[config.mk]
export PLATFORM = sky130hd
export DESIGN_NAME = bcd_serial_add_ctrl
export DESIGN_NICKNAME = d
export VERILOG_FILES = /design/src/rtl/bcd_serial_add_ctrl.sv
export SDC_FILE = /design/constraint.sdc
export NUM_CORES = 1
export LEC_CHECK = 0
export ABC_AREA = 1
export BUFFER_PORTS_ARGS = -buffer_cell sky130_fd_sc_hd__clkbuf_2
export CAP_MARGIN = 20
export CORE_ASPECT_RATIO = 1.75
export CORE_MARGIN = 8
export CORE_UTILIZATION = 35
export CTS_CLUSTER_DIAMETER = 80
export DETAILED_ROUTE_END_ITERATION = 10
export PLACE_DENSITY = 0.62
export SLEW_MARGIN = 20
export SYNTH_ARGS = -nofsm -noshare
export SYNTH_HDL_FRONTEND = slang
export SYNTH_SLANG_ARGS = --single-unit
[constraint.sdc]
create_clock -name clk -period 3.5 [get_ports clk]
set_input_delay 0.875 -clock clk [delete_from_list [all_inputs] [get_ports clk]]
set_output_delay 0.875 -clock clk [all_outputs]
set_load 0.03 [all_outputs]
[src/rtl/bcd_serial_add_ctrl.sv]
// Digit-serial BCD adder: one shared single-digit stage, LSD first.
// Optional BCD_SUBTRACT_EN adds a 'sub' port for ten's-complement A-B.
module bcd_serial_add_ctrl #(
    parameter int DIGITS = 4
) (
    input  logic                clk,
    input  logic                resetn,
    input  logic                start,
    input  logic [4*DIGITS-1:0] a_in,
    input  logic [4*DIGITS-1:0] b_in,
`ifdef BCD_SUBTRACT_EN
    input  logic                sub,
`endif
    output logic                busy,
    output logic                done,
    output logic [4*DIGITS-1:0] sum,
    output logic                cout,
    output logic                invalid
);

    localparam int IW = (DIGITS > 1) ? $clog2(DIGITS) : 1;

    typedef enum logic [1:0] {
        S_IDLE,
        S_ADD,
        S_DONE
    } state_t;

    state_t r_state;
    state_t w_next;

    logic [4*DIGITS-1:0] r_a;
    logic [4*DIGITS-1:0] r_b;
    logic [4*DIGITS-1:0] r_sum;
    logic [IW-1:0]       r_idx;
    logic                r_carry;
    logic                r_cout;
    logic                r_inv;
    logic                r_sub;
    logic                w_sub_in;

    logic [3:0] w_a_d;
    logic [3:0] w_b_d;
    logic [3:0] w_b_eff;
    logic [4:0] w_t;
    logic       w_gt9;
    logic [3:0] w_dig;
    logic       w_bad;
    logic       w_last;

`ifdef BCD_SUBTRACT_EN
    assign w_sub_in = sub;
    // Nines complement in 4-bit arithmetic; raw B is still used for invalid.
    assign w_b_eff  = r_sub ? (4'd9 - w_b_d) : w_b_d;
`else
    assign w_sub_in = 1'b0;
    assign w_b_eff  = w_b_d;
`endif

    assign w_a_d  = r_a[4*r_idx +: 4];
    assign w_b_d  = r_b[4*r_idx +: 4];
    assign w_t    = 5'(w_a_d) + 5'(w_b_eff) + 5'(r_carry);
    assign w_gt9  = (w_t > 5'd9);
    assign w_dig  = w_gt9 ? 4'(w_t - 5'd10) : w_t[3:0];
    assign w_bad  = (w_a_d > 4'd9) | (w_b_d > 4'd9);
    assign w_last = (r_idx == IW'(DIGITS - 1));

    always_ff @(posedge clk or negedge resetn) begin
        if (!resetn) begin
            r_state <= S_IDLE;
        end else begin
            r_state <= w_next;
        end
    end

    always_comb begin
        w_next = r_state;
        unique case (r_state)
            S_IDLE:  if (start) w_next = S_ADD;
            S_ADD:   if (w_last) w_next = S_DONE;
            S_DONE:  w_next = S_IDLE;
            default: w_next = S_IDLE;
        endcase
    end

    always_ff @(posedge clk or negedge resetn) begin
        if (!resetn) begin
            r_a     <= '0;
            r_b     <= '0;
            r_sum   <= '0;
            r_idx   <= '0;
            r_carry <= 1'b0;
            r_cout  <= 1'b0;
            r_inv   <= 1'b0;
            r_sub   <= 1'b0;
        end else if (r_state == S_IDLE) begin
            if (start) begin
                r_a     <= a_in;
                r_b     <= b_in;
                r_sum   <= '0;
                r_cout  <= 1'b0;
                r_inv   <= 1'b0;
                r_idx   <= '0;
                r_carry <= w_sub_in;
                r_sub   <= w_sub_in;
            end
        end else if (r_state == S_ADD) begin
            r_sum[4*r_idx +: 4] <= w_dig;
            r_carry             <= w_gt9;
            r_inv               <= r_inv | w_bad;
            if (w_last) begin
                r_cout <= w_gt9;
            end else begin
                r_idx <= r_idx + 1'b1;
            end
        end
    end

    assign busy    = (r_state == S_ADD);
    assign done    = (r_state == S_DONE);
    assign sum     = r_sum;
    assign cout    = r_cout;
    assign invalid = r_inv;

endmodule

# --- After elaboration in Yosys (flattened, before gate mapping) ---
# Index checks and enable logic that the tools add are counted.
word_totals:
  register_bits: 55
  in_bits: 35
  output_inout_bits: 20
  wordCells: 56
op_classes:
  n_addsub: 5
  n_lt_le_gt_ge: 3
  n_eq_ne: 6
  shift: 4
  mux: 20
  bitwise: 2
  n_reduce_logical: 8
ops:
  columns: ["operator", "n"]
  rows:
  - ["$mux W16", 3]
  - ["$neg A4 Y34", 1]
  - ["$shift A4 B34 Y16 const A", 1]
  - ["$shiftx A4 B34 Y16", 1]
  - ["$shiftx A16 B5 Y4", 2]
  - ["$bwmux W16", 1]
  - ["$mux W2", 6]
  - ["$gt A4 B4 Y1 const B", 2]
  - ["$mux W1", 8]
  - ["$reduce_and A2 Y1", 3]
  - ["$reduce_and A3 Y1", 2]
  - ["$add A4 B4 Y5", 1]
  - ["$add A5 B1 Y5", 1]
  - ["$gt A5 B4 Y1 const B", 1]
  - ["$eq A2 B2 Y1 const B", 2]
  - ["$mux W4", 1]
  - ["$ne A2 B1 Y1 const B", 2]
  - ["$pmux W2 S2", 1]
  - ["$reduce_bool A2 Y1", 2]
  - ["$sub A4 B4 Y4 const B", 1]
  - ["$add A2 B1 Y2 const B", 1]
  - ["$eq A2 B1 Y1 const B", 1]
  - ["$logic_not A2 Y1", 1]
  - ["$ne A2 B2 Y1 const B", 1]
  - ["$or A1 B1 Y1", 2]

# --- Logic depth before layout (Yosys ltp) ---
depth:
  word_depth: 9
  depth_mapped: 21
  mapped_depth_nobuf: 19

# --- Worst setup path after synthesis ---
# Ideal clock, no wire load.
synth_timing:
  path_kind: "register to register"
  start: "reg r_idx[0]"
  end: "reg r_sum[10] (netlist: sum[10])"
  setup_ns: 0.123
  arrival_time_ns: 2.781
  required_time_ns: 3.377
  setup_slack_ns: 0.596
  stages_incl_launch_ff: 18
  n_path_buf: 2
  period_less_slack_ns: 2.904
  path_cell_list: "dfrtp_1 > buf_4 > inv_4 > buf_4 > o21ai_0 > o22ai_1 > fa_1 > fa_1 > inv_1 > ha_1 > inv_1 > nor2_1 > a21oi_2 > nand2_2 > nand3b_1 > nand2_2 > nand3_1 > o21ai_2"
synth_via:
  elab_chain_len: 9
  elab_cells_between_ends: 13
  cone_classes: "add/sub (4); order compare (1); shift (4); mux (4)"
synth_lines:
  columns: ["item", "line", "rtl"]
  rows:
  - ["start, declared", "35", "logic [IW-1:0] r_idx;"]
  - ["start signal, assigned", "114", "r_idx <= r_idx + 1'b1;"]
  - ["$shiftx A16 B5 Y4, on equally long branches", "60, 61", null]
  - ["$add A4 B4 Y5", "62", "assign w_t = 5'(w_a_d) + 5'(w_b_eff) + 5'(r_carry);"]
  - ["$add A5 B1 Y5", "62", null]
  - ["$sub A4 B4 Y4 or $gt A5 B4 Y1 (tied branches)", "64, 63", null]
  - ["$mux W4", "64", "assign w_dig = w_gt9 ? 4'(w_t - 5'd10) : w_t[3:0];"]
  - ["$shiftx A4 B34 Y16", "108", "r_sum[4*r_idx +: 4] <= w_dig;"]
  - ["$bwmux W16 *", "108", null]
  - ["$mux W16 *", "107", "end else if (r_state == S_ADD) begin"]
  - ["$mux W16 *", "96", "end else if (r_state == S_IDLE) begin"]
  - ["end signal, assigned by index", "108", null]
  - ["end, declared", "34", "logic [4*DIGITS-1:0] r_sum;"]
# Every way passes the cells marked *; elsewhere a longest branch is shown, timed or not. The select of a mux whose other input is x is not followed.
# A chain may end at the register's enable or synchronous reset.

# --- Worst setup path in the final report ---
layout_timing:
  start: "reg r_idx[0]"
  end: "reg r_sum[15] (netlist: sum[15])"
# Same word-level chain as after synthesis.

==> impl_metrics.tcl <==
set metrics [dict create \
    ys.flop_type "dfrtp_1" \
    antenna_found_initial 0 \
    clock_skew_ns 0.00651 \
    cts_tree "done" \
    cpLargestDelayFamily "adder cells" \
    overflow 0 \
    cpPeakStageDelay_ns 0.53 \
    die_w_um 85.4 \
    synthCells 364 \
    worstReg2RegEnd "sum[15]$_DFFE_PN0P_" \
    cts_buffers 5 \
    num_io_pins 55 \
    drc 0 \
    dieArea_mm2 0.0117 \
    syn_to_final_growth_pct 16.7 \
    clk-insertion-delay-late_ns 0.29 \
    path_clk_slew_ns 0.07 \
    rsz0062_at_grt "false" \
    fmax_mhz 312 \
    finalSetupTns_ns 0 \
    final_common_cell "nand2_1" \
    synth_edf_count 0 \
    rrSetupSlack_ns 0.30 \
    worst_slew_pin_slew_ns 0.404 \
    slew_viol_final 0 \
    firstDrtPassIters 4 \
    num_vias 2418 \
    r2r_cells 17 \
    cpMaxStageDelayCell "dfrtp_1" \
    r2r_start "r_idx[0]$_DFFE_PN0P_" \
    num-nets-final 463 \
    setup_viol 0 \
    relSlewSlack_pct 73.0 \
    crit_type "reg2reg" \
    hold_viol 0 \
    crit_cells 17 \
    syn_avg_cell_area_um2 8.11 \
    path_max_fanout 20 \
    cts_hold_buf 0 \
    antennaDiodeCount 0 \
    synth_nets 410 \
    die_y_um 137 \
    postCtsResizedCells 0 \
    required_ns 3.72 \
    rows 44 \
    path_cells "buf_4 -> o21ai_0 -> o22ai_1 -> fa_1 -> fa_1 -> inv_1 -> nand2_1 -> nand2_2 -> ha_1 -> inv_1 -> nor2_1 -> a21oi_2 -> nand2_2 -> nand2_4 -> nand2_2 -> nand4_1 -> o21bai_1" \
    viasPerCell 4.74 \
    initial_utilization_pct 35.7 \
    track_usage_pct 12.9 \
    hold_path_class "in2async" \
    ant_nets 0 \
    period_share_pct 91.5 \
    gp_routability_congestion 0.833 \
    ys_seq_area_share_pct 46.6 \
    synthDistinctLibCells 31 \
    critical_path_buf_inv_count 3 \
    startpoint "r_idx[0]$_DFFE_PN0P_" \
    yosysWarnings 0 \
    grt_max_degree 37 \
    post-cts-setup-buffer-count 0 \
    min_period_ns 3.20 \
    cpMostUsedCell "nand2_2" \
    cts_max_level 2 \
    grt_pass1_wl_um 12000 \
    cap_violations 0 \
    wl_um 6940 \
    cp-end-kind "register" \
    cp.arrival_ns 3.42 \
    dp_hpwl_um 5630 \
    worstSetupStartpointType "register" \
    syn_area_mm2 0.00295 \
    status "complete, no violations" \
    wl_per_cell_um 13.6 \
    clockBufferDepth 2 \
    drive_gt1_share_pct 23.2 \
    clock-sinks 55 \
    first_global_vias 2668 \
    ys_ff_latch 55 \
    core_mm2 0.00826 \
    drtIter0Drc 90 \
    async_reset_ff_share_pct 100 \
    cts_root_buf "clkbuf_16" \
    portBuffers 54 \
    final_cell_mix "nand2_1 (142), dfrtp_1 (55), clkbuf_2 (54), inv_1 (34), nand3_1 (18)" \
]
## how the worst max path moves through the flow
stage	to	slack (ns)
after floorplan	sum[10]$_DFFE_PN0P_	0.60
after global placement	sum[6]$_DFFE_PN0P_	0.41
after detailed placement	sum[15]$_DFFE_PN0P_	0.29
after CTS	sum[15]$_DFFE_PN0P_	0.27
after global routing	sum[6]$_DFFE_PN0P_	0.02
final	sum[15]$_DFFE_PN0P_	0.30
## cell families (layout without fill, tap and decap cells)
kind of cell,Yosys count,count (layout),share of synthesized area [%]
fa+ha+maj,11,11,5.17
compound gates,43,43,9.16
buf+inv,55,109,8.86
flops,55,55,46.6
simple gates,200,200,30.2
## cell usage after synthesis (2+ instances only)
master	count	share of area, %
a21oi_1	7	1.2
fa_1	2	1.4
inv_2	6	0.76
nand3_1	18	3.1
buf_6	3	1.1
a22o_1	2	0.59
nor2_1	15	1.9
nand4_1	7	1.5
o21ai_1	5	0.85
buf_2	4	0.68
o22ai_1	3	0.64
o21bai_1	2	0.51
inv_1	34	4.3
nand2_1	142	18
nand2_4	2	0.76
nor2_4	2	0.76
ha_1	9	3.8
inv_4	2	0.42
dfrtp_1	55	47
nor4_4	2	1.4
buf_4	6	1.5
o21ai_2	5	1.5
nand2_2	8	1.7
o21ai_0	16	2.7
## area by class of cell
| class | count | area (um2) |
|---|---|---|
| tap | 92 | 115 |
| multi-input combinational | 254 | 1310 |
| fill | 862 | 4820 |
| timing repair buffer | 59 | 308 |
| clock buffer | 6 | 129 |
| sequential | 55 | 1380 |
| inverter | 42 | 163 |
| clock inverter | 2 | 38.8 |
## through the flow
stage / util, % / area [um2] / hold slack [ns] / instances / setup slack [ns]
4_1_cts: 41.7 / 3440 / 0.453 / 510 / 0.271
3_5_place_dp: 39.7 / 3270 / 0.457 / 502 / 0.292
6_report: 41.7 / 3440 / 0.453 / 510 / 0.296
2_1_floorplan: - / 2950 / 0.437 / 364 / 0.596
5_1_grt: 41.7 / 3440 / 0.471 / 510 / 0.0243
3_3_place_gp: 39.7 / 3270 / 0.450 / 502 / 0.413
## per-layer routing
metal,track usage [%],up-vias,part of all wire [%]
met5,0,-,0
li1,-,1250,-
met2,24.3,47,54
met1,12.2,1103,37
met3,3.35,18,4.8
met4,7.75,0,4.5
## flip-flops by register name, summed over array words and instances (netlist names)
register / flops
r_a: 16
r_b: 16
sum: 16
r_idx: 2
r_state: 2
cout: 1
invalid: 1
r_carry: 1
Power is left out: the tool's default activity adds up to more than one toggle a clock period on the data nets, which glitch-free logic cannot reach.
